**src/rtl/vgg16_pkg.sv**
```systemverilog
// ============================================================================
//  Module  : vgg16_pkg
//  Purpose : Shared sizing constants, score/index typedefs and the state
//            encoding used by the classification stage of the VGG16 pipeline.
//  Revision: 1.0 - initial release
// ============================================================================
`default_nettype none

package vgg16_pkg;

  localparam int NUM_CLASSES = 1000;
  localparam int DATA_W      = 16;
  localparam int IDX_W       = $clog2(NUM_CLASSES);

  typedef logic signed [DATA_W-1:0] score_t;
  typedef logic        [IDX_W-1:0]  class_idx_t;

  // IDLE: no partial frame held (beat counter is 0).
  // ACCUM: at least one beat of the current frame has been taken.
  typedef enum logic [0:0] {
    IDLE  = 1'b0,
    ACCUM = 1'b1
  } state_t;

endpackage : vgg16_pkg

`default_nettype wire

```
**src/rtl/fc_top2_update.sv**
```systemverilog
// ============================================================================
//  Module  : fc_top2_update
//  Purpose : Combinational best/second-best update for one incoming score.
//            Reusable by any top-k style tracker.
//  Ports   : top1_*/top2_*/top2_valid - current working registers
//            new_score/new_idx        - candidate being folded in
//            nxt_*                    - updated working registers
//  Revision: 1.0 - initial release
// ============================================================================
`default_nettype none

module fc_top2_update #(
  parameter int DATA_W = vgg16_pkg::DATA_W,
  parameter int IDX_W  = vgg16_pkg::IDX_W
) (
  input  logic signed [DATA_W-1:0] top1_score,
  input  logic        [IDX_W-1:0]  top1_idx,
  input  logic signed [DATA_W-1:0] top2_score,
  input  logic        [IDX_W-1:0]  top2_idx,
  input  logic                     top2_valid,
  input  logic signed [DATA_W-1:0] new_score,
  input  logic        [IDX_W-1:0]  new_idx,
  output logic signed [DATA_W-1:0] nxt_top1_score,
  output logic        [IDX_W-1:0]  nxt_top1_idx,
  output logic signed [DATA_W-1:0] nxt_top2_score,
  output logic        [IDX_W-1:0]  nxt_top2_idx,
  output logic                     nxt_top2_valid
);

  // Strict signed compares: a later class equal to an earlier one never
  // displaces it, so ties resolve to the lower index in both places.
  always_comb begin
    nxt_top1_score = top1_score;
    nxt_top1_idx   = top1_idx;
    nxt_top2_score = top2_score;
    nxt_top2_idx   = top2_idx;
    nxt_top2_valid = top2_valid;
    if (new_score > top1_score) begin
      nxt_top2_score = top1_score;
      nxt_top2_idx   = top1_idx;
      nxt_top1_score = new_score;
      nxt_top1_idx   = new_idx;
      nxt_top2_valid = 1'b1;
    end else if (!top2_valid || (new_score > top2_score)) begin
      nxt_top2_score = new_score;
      nxt_top2_idx   = new_idx;
      nxt_top2_valid = 1'b1;
    end
  end

endmodule : fc_top2_update

`default_nettype wire

```
**src/rtl/fc_argmax_top2.sv**
```systemverilog
// ============================================================================
//  Module  : fc_argmax_top2
//  Purpose : Tracks the highest and second-highest score (with class index)
//            across a frame of NUM_CLASSES signed scores and publishes them
//            with a one-cycle valid_result pulse after the last beat.
//  Ports   : clk, rst          - clock, synchronous active-high reset
//            valid_in/score_in - one score per beat, in class order
//            clear             - abort the frame in progress
//            busy              - a frame is partially consumed
//            valid_result      - new result pulse
//            class_idx/score   - best class
//            second_idx/score  - runner-up class
//  Revision: 1.0 - initial release
// ============================================================================
`default_nettype none

module fc_argmax_top2 #(
  parameter int NUM_CLASSES = vgg16_pkg::NUM_CLASSES,
  parameter int DATA_W      = vgg16_pkg::DATA_W,
  parameter int IDX_W       = $clog2(NUM_CLASSES)
) (
  input  logic                     clk,
  input  logic                     rst,
  input  logic                     valid_in,
  input  logic signed [DATA_W-1:0] score_in,
  input  logic                     clear,
  output logic                     busy,
  output logic                     valid_result,
  output logic        [IDX_W-1:0]  class_idx,
  output logic signed [DATA_W-1:0] class_score,
  output logic        [IDX_W-1:0]  second_idx,
  output logic signed [DATA_W-1:0] second_score
);

  import vgg16_pkg::*;

  localparam logic [IDX_W-1:0] c_LAST = IDX_W'(NUM_CLASSES - 1);

  state_t                   r_state;
  state_t                   w_state_nxt;
  logic [IDX_W-1:0]         r_cnt;

  logic signed [DATA_W-1:0] r_top1_score;
  logic        [IDX_W-1:0]  r_top1_idx;
  logic signed [DATA_W-1:0] r_top2_score;
  logic        [IDX_W-1:0]  r_top2_idx;
  logic                     r_top2_valid;

  logic signed [DATA_W-1:0] w_top1_score;
  logic        [IDX_W-1:0]  w_top1_idx;
  logic signed [DATA_W-1:0] w_top2_score;
  logic        [IDX_W-1:0]  w_top2_idx;
  logic                     w_top2_valid;

  logic                     r_valid_result;
  logic        [IDX_W-1:0]  r_class_idx;
  logic signed [DATA_W-1:0] r_class_score;
  logic        [IDX_W-1:0]  r_second_idx;
  logic signed [DATA_W-1:0] r_second_score;

  logic                     w_beat;
  logic                     w_last;

  // clear has priority over a coincident beat, which is dropped.
  assign w_beat = valid_in && !clear;
  // The counter is zero in IDLE and NUM_CLASSES >= 2, so the last beat is
  // always taken in ACCUM.
  assign w_last = w_beat && (r_state == ACCUM) && (r_cnt == c_LAST);

  fc_top2_update #(
    .DATA_W (DATA_W),
    .IDX_W  (IDX_W)
  ) u_update (
    .top1_score     (r_top1_score),
    .top1_idx       (r_top1_idx),
    .top2_score     (r_top2_score),
    .top2_idx       (r_top2_idx),
    .top2_valid     (r_top2_valid),
    .new_score      (score_in),
    .new_idx        (r_cnt),
    .nxt_top1_score (w_top1_score),
    .nxt_top1_idx   (w_top1_idx),
    .nxt_top2_score (w_top2_score),
    .nxt_top2_idx   (w_top2_idx),
    .nxt_top2_valid (w_top2_valid)
  );

  // ---------------------------------------------------------------- FSM
  always_ff @(posedge clk) begin
    if (rst) begin
      r_state <= IDLE;
    end else begin
      r_state <= w_state_nxt;
    end
  end

  always_comb begin
    w_state_nxt = r_state;
    case (r_state)
      IDLE: begin
        if (w_beat) begin
          w_state_nxt = ACCUM;
        end
      end
      ACCUM: begin
        if (clear || w_last) begin
          w_state_nxt = IDLE;
        end
      end
      default: w_state_nxt = IDLE;
    endcase
  end

  // ---------------------------------------------- counter and working set
  always_ff @(posedge clk) begin
    if (rst) begin
      r_cnt        <= '0;
      r_top1_score <= '0;
      r_top1_idx   <= '0;
      r_top2_score <= '0;
      r_top2_idx   <= '0;
      r_top2_valid <= 1'b0;
    end else if (clear) begin
      // Working registers are simply reloaded by the next first beat.
      r_cnt <= '0;
    end else if (valid_in) begin
      r_cnt <= w_last ? '0 : (r_cnt + 1'b1);
      if (r_state == IDLE) begin
        r_top1_score <= score_in;
        r_top1_idx   <= '0;
        r_top2_valid <= 1'b0;
      end else begin
        r_top1_score <= w_top1_score;
        r_top1_idx   <= w_top1_idx;
        r_top2_score <= w_top2_score;
        r_top2_idx   <= w_top2_idx;
        r_top2_valid <= w_top2_valid;
      end
    end
  end

  // ----------------------------------------------------- published result
  // Loads the post-update view on the last beat, so the pulse and the
  // fields line up one cycle after that beat is accepted.
  always_ff @(posedge clk) begin
    if (rst) begin
      r_valid_result <= 1'b0;
      r_class_idx    <= '0;
      r_class_score  <= '0;
      r_second_idx   <= '0;
      r_second_score <= '0;
    end else begin
      r_valid_result <= w_last;
      if (w_last) begin
        r_class_idx    <= w_top1_idx;
        r_class_score  <= w_top1_score;
        r_second_idx   <= w_top2_idx;
        r_second_score <= w_top2_score;
      end
    end
  end

  assign busy         = (r_state == ACCUM);
  assign valid_result = r_valid_result;
  assign class_idx    = r_class_idx;
  assign class_score  = r_class_score;
  assign second_idx   = r_second_idx;
  assign second_score = r_second_score;

endmodule : fc_argmax_top2

`default_nettype wire

```
**config.mk**
```make
export PLATFORM = sky130hd
export DESIGN_NAME = fc_argmax_top2
export DESIGN_NICKNAME = d
export VERILOG_FILES = /design/src/rtl/vgg16_pkg.sv /design/src/rtl/fc_top2_update.sv /design/src/rtl/fc_argmax_top2.sv
export SDC_FILE = /design/constraint.sdc
export NUM_CORES = 1
export LEC_CHECK = 0
export ABC_CLOCK_PERIOD_IN_PS = 3480
export CORE_MARGIN = 2
export CORE_UTILIZATION = 57
export DETAILED_ROUTE_END_ITERATION = 10
export HOLD_SLACK_MARGIN = 0.06
export PLACE_DENSITY = 0.89
export SLEW_MARGIN = 20
export SYNTH_ARGS = -nofsm -noshare
export SYNTH_HDL_FRONTEND = slang
export SYNTH_HIERARCHICAL = 1
export SYNTH_SLANG_ARGS = --single-unit
export TNS_END_PERCENT = 1
```
**constraint.sdc**
```tcl
create_clock -name clk -period 3.48 [get_ports clk]
set_input_delay 0.696 -clock clk [delete_from_list [all_inputs] [get_ports clk]]
set_output_delay 0.696 -clock clk [all_outputs]
set_load 0.01 [all_outputs]
```
Word-level counts from Yosys, hierarchy flattened

Index checks and enable logic that the tools add are counted.

Flip-flop bits (word level): 117
Output and inout bits: 54

Add/subtract/negate cells: 1
$lt $le $gt $ge: 2
Equal/unequal tests: 2
Muxes and demuxes: 15
Bitwise operators: 2
Reduce and logical (&&, ||, !) cells: 11

Operators with widths:

| operator              | count |
|---|---|
| $mux 16               | 4 |
| $mux 10               | 5 |
| $gt 16x16->1          | 2 |
| $add 10x1->10 const B | 1 |
| $eq 10x10->1 const B  | 1 |
| $reduce_and 3->1      | 2 |
| $mux 1                | 5 |
| $logic_and 1x1->1     | 3 |
| $ne 3x1->1 const B    | 1 |
| $logic_not 1->1       | 2 |
| $logic_or 1x1->1      | 2 |
| $not 1->1             | 2 |
| $pmux 1 s2            | 1 |
| $reduce_and 2->1      | 1 |
| $reduce_or 2->1       | 1 |

Longest topological paths before layout

Depth in word-level cells: 7
Mapped depth: 12

Modules after synthesis

The synthesis kept the hierarchy.

By module, submodules not included:

| module         | times used | cells each | area each (sq um) | sequential area each (sq um) |
|---|---|---|---|---|
| fc_argmax_top2 | 1          | 511        | 4860.9            | 2342.2 |
| fc_top2_update | 1          | 201        | 1818.0            | 0.0 |

Least setup slack after synthesis

No wires, ideal clock.

Path kind: in2reg
Start: input score_in[11]
End: register r_second_score[0], in the netlist second_score[0]
Setup time: 0.120 ns
Arrival time: 2.620 ns
Data required time: 3.360 ns
Path slack: 0.740 ns
Cell stages on the path: 10
Path through: ha_1 nand2_1 o21a_1 o221ai_1 a2bb2oi_4 buf_8 mux2_2 mux2_2 nand2b_1 mux2i_1

Word-level cells in the longest chain between the ends: 4
Elaborated cells on any way between the ends: 5
Those cells by class: 2 x order compare; 2 x mux; 1 x reduce/logical

RTL lines:

| element                   | line                  | source |
|---|---|---|
| start, declared           | fc_argmax_top2.sv:25  | `input logic signed [DATA_W-1:0] score_in,` |
| $gt 16x16->1              | fc_top2_update.sv:44  | `end else if (!top2_valid \|\| (new_score > top2_score)) begin` |
| $logic_or 1x1->1          | fc_top2_update.sv:44  |  |
| $mux 16                   | fc_top2_update.sv:44  |  |
| $mux 16 *                 | fc_top2_update.sv:38  | `if (new_score > top1_score) begin` |
| named net w_top2_score[0] | fc_argmax_top2.sv:51  | `logic signed [DATA_W-1:0] w_top2_score;` |
| end signal, assigned      | fc_argmax_top2.sv:158 | `r_second_score <= w_top2_score;` |
| end, declared             | fc_argmax_top2.sv:59  | `logic signed [DATA_W-1:0] r_second_score;` |

Mark *: on every way through the listed nets, which the timed path passes. The rest lies on a longest branch.
A chain may end at the register's enable or synchronous reset.

Final worst setup path

Start: input score_in[13]
End: register r_second_score[2], in the netlist second_score[2]

The elaborated chain is that of the path after synthesis.

==> results.yml <==
global_routing:
  grt_pass1_wl_um: 25200
  grt_pass1_vias: 5352
  antenna_found_initial: 0
  met3_usage_pct: 6.479
  grt_util_met1_pct: 27.50
  grt_max_degree: 81
  grt_overflow: 0
  met2_usage_pct: 43.90
  grt.busiest_layer: "met2"
  grt_use_total_pct: 24.56
setup_path:
  slowest_stage: "clkdlybuf4s50_1"
  critPathKind: "input port to flop"
  critical_path_peak_fanout: 14
  worstSetupStartpoint: "score_in[13]"
  arrival_ns: 3.53
  worstPathRequired_ns: 3.78
  critPathLaunchType: "input port"
  reg2reg_from: "r_top1_score[1]"
  crit_buf_inv: 3
  worstPathCellList: "clkdlybuf4s50_1 > ha_1 > nand4_1 > nor3_2 > o21a_1 > a2bb2oi_4 > buf_12 > buf_4 > mux2i_1 > mux2i_1 > nand2b_1 > mux2i_1"
  cpMostUsedCell: "mux2i_1"
  critPathCaptureType: "flop"
  critPathMaxStageDelay_ns: 0.56
  cp_top_family: "buffers and inverters"
timing:
  worst_clock_skew_ns: 0.006703
  tightest_slew_ns: 0.6463
  drv_slew: 0
  hold_violations: 0
  rsz0062_at_grt: "false"
  min_period_ns: 3.230
  period_share_pct: 92.82
  setup_viol: 0
  slew_headroom_pct: 56.91
  finalWorstSetupSlack_ns: 0.2498
  fmax_mhz: 309.6
  fin_setup_tns_ns: 0
cells_and_area:
  final-seq-area_um2: 2342
  syn_to_final_growth_pct: 21.39
  multiInputGateArea_um2: 3891
  final_common_cell: "dfxtp_1"
  insertedDiodeCount: 0
  final_cell_mix: "117 x dfxtp_1, 107 x nand2b_1, 98 x mux2i_1"
  fill_cells: 842
  fin_nets: 823
  stdcell_count: 926
  fin_util_pct: 71.01
  drive_gt1_share_pct: 11.62
cts:
  clock_path_buffers: 2
  cts-root-buf: "clkbuf_16"
  cts_resized: 0
  cts_tree: "yes"
  cts_buffers: 17
  hold_buffers: 0
  insertion_delay_ns: 0.42
  clock-sinks: 117
  htree_levels: 4
  clk_pin_slew_ns: 0.05
  postCtsSetupBuffers: 0
placed_design:
  dp_worst_setup_slack_ns: -0.03115
  dp_cells: 894
  globalplace.congestion: 0.9560
  numPortBuffers: 73
  hpwlAfterDp_um: 10580
pwr:
  power_leakage_uw: 0.003052
  ir_drop_mv: 0.3851
  power.density_nw_per_um2: 463.9
synthesis:
  postSynthCellCount: 712
  yosys_most_used_dff: "dfxtp_1"
  synth_top_area_cell: "dfxtp_1"
  synth.avg_cell_area_um2: 9.380
  synth_area_leaders: "dfxtp_1 35%, mux2i_1 15%, nand2b_1 10%"
  yosysWarnings: 6
  async_flop_share_pct: 0
  synth_edf_count: 0
  ys_types: 50
  synthDominantCellAreaShare_pct: 35.07
  synth_nets: 765
  synth_seq_cells: 117
  seq_area_frac_synth_pct: 35.07
  syn_area_um2: 6679
floorplanning:
  num_rows: 39
  die_y_um: 112.2
  core-area_um2: 11420
  die_w_um: 112.2
  ioPinCount: 74
  start_util_pct: 58.49
  dieArea_um2: 12600
job:
  drv_cap: 0
routing:
  num_vias: 5289
  ant_nets: 0
  drtIter0Drc: 338
  detail_route.wl_per_cell_um: 16.61
  drc_errors: 0
  drtPass1Iterations: 5
  vias_per_cell: 5.712
  drt_wl_total_um: 15390
outcome:
  status: "finished clean"
worst_hold_path:
  hp-class: "flop to flop"
  hold_path.startpoint: "r_top2_idx[3]"
## sequential cells by signal, indices dropped and copies added (netlist names)
register      cells
r_cnt            10
r_top2_valid      1
r_top1_idx       10
r_top2_idx       10
second_idx       10
second_score     16
busy              1
r_top1_score     16
valid_result      1
r_top2_score     16
class_idx        10
class_score      16
## path summary, 6_finish.rpt
path         slack [ns]  depth (start not counted)          endpoint
min reg2reg        0.45                          2     r_top2_idx[3]
min                0.45                          2     r_top2_idx[3]
max reg2reg        0.76                         11  r_top1_score[14]
max                0.25                         12   second_score[2]
## layer usage
| metal | vias to the layer above | part of all wire [%] |
|---|---|---|
| met4 | 0 | 3.1 |
| met5 | - | 0 |
| met2 | 156 | 52 |
| li1 | 2574 | - |
| met3 | 43 | 4.1 |
| met1 | 2516 | 41 |
## kinds of logic after synthesis
kind of cell | synth area share [%]
buffers and inverters | 6.800
AO/OA/AOI/OAI | 9.816
other | 0.05615
adder cells (fa/ha/maj) | 6.182
XOR/XNOR | 0.3935
multiplexers | 22.78
flip-flops | 35.07
AND/OR/NAND/NOR | 18.90
## Yosys cell counts (2+ instances only)
cell	instances
a21oi_1	39
o221ai_1	2
buf_6	11
buf_4	4
or4_1	2
buf_1	2
nor2_1	35
o31ai_1	2
dfxtp_1	117
o22ai_1	2
o21ai_0	7
nand2_1	64
clkbuf_1	19
ha_1	33
buf_2	8
mux2_1	14
and4_1	2
nor2b_1	2
nand2b_1	107
or3_1	4
inv_1	39
o21a_1	3
mux2_2	34
a211oi_1	16
a21o_1	3
mux2i_1	98
xor2_1	3
nand4_1	8
a22oi_1	11
## power by group
group / internal [µW] / leakage, µW / switching (µW)
combinational: 175 / 0.00178 / 217
sequential: 1360 / 0.000946 / 13.3
clock: 1380 / 0.000329 / 623
## area by class of cell
| class | count | share of cell area (%) |
|---|---|---|
| clock buffer | 19 | 5.586 |
| timing repair buffer | 85 | 10.71 |
| clock inverter | 13 | 2.809 |
| inverter | 39 | 1.806 |
| multi-input combinational | 510 | 47.99 |
| sequential | 117 | 28.89 |
| tap | 143 | 2.207 |
## per-stage QoR
step / hold slack (ns) / power (µW) / area [µm²]
after global placement: 0.4409 / 1762 / 7427
final: 0.4501 / 3762 / 8108
after global routing: 0.4916 / 3874 / 8108
after floorplan: 0.4338 / 1680 / 6679
after detailed placement: 0.4473 / 1779 / 7427
after CTS: 0.4546 / 3780 / 8108
## worst min-delay path, cell delays in order, from the launching register on
cell and delay [ns]:
dfxtp_1 0.30, nand2_1 0.05, a21oi_1 0.05
No activity file was read; power rests on OpenSTA's default activity.
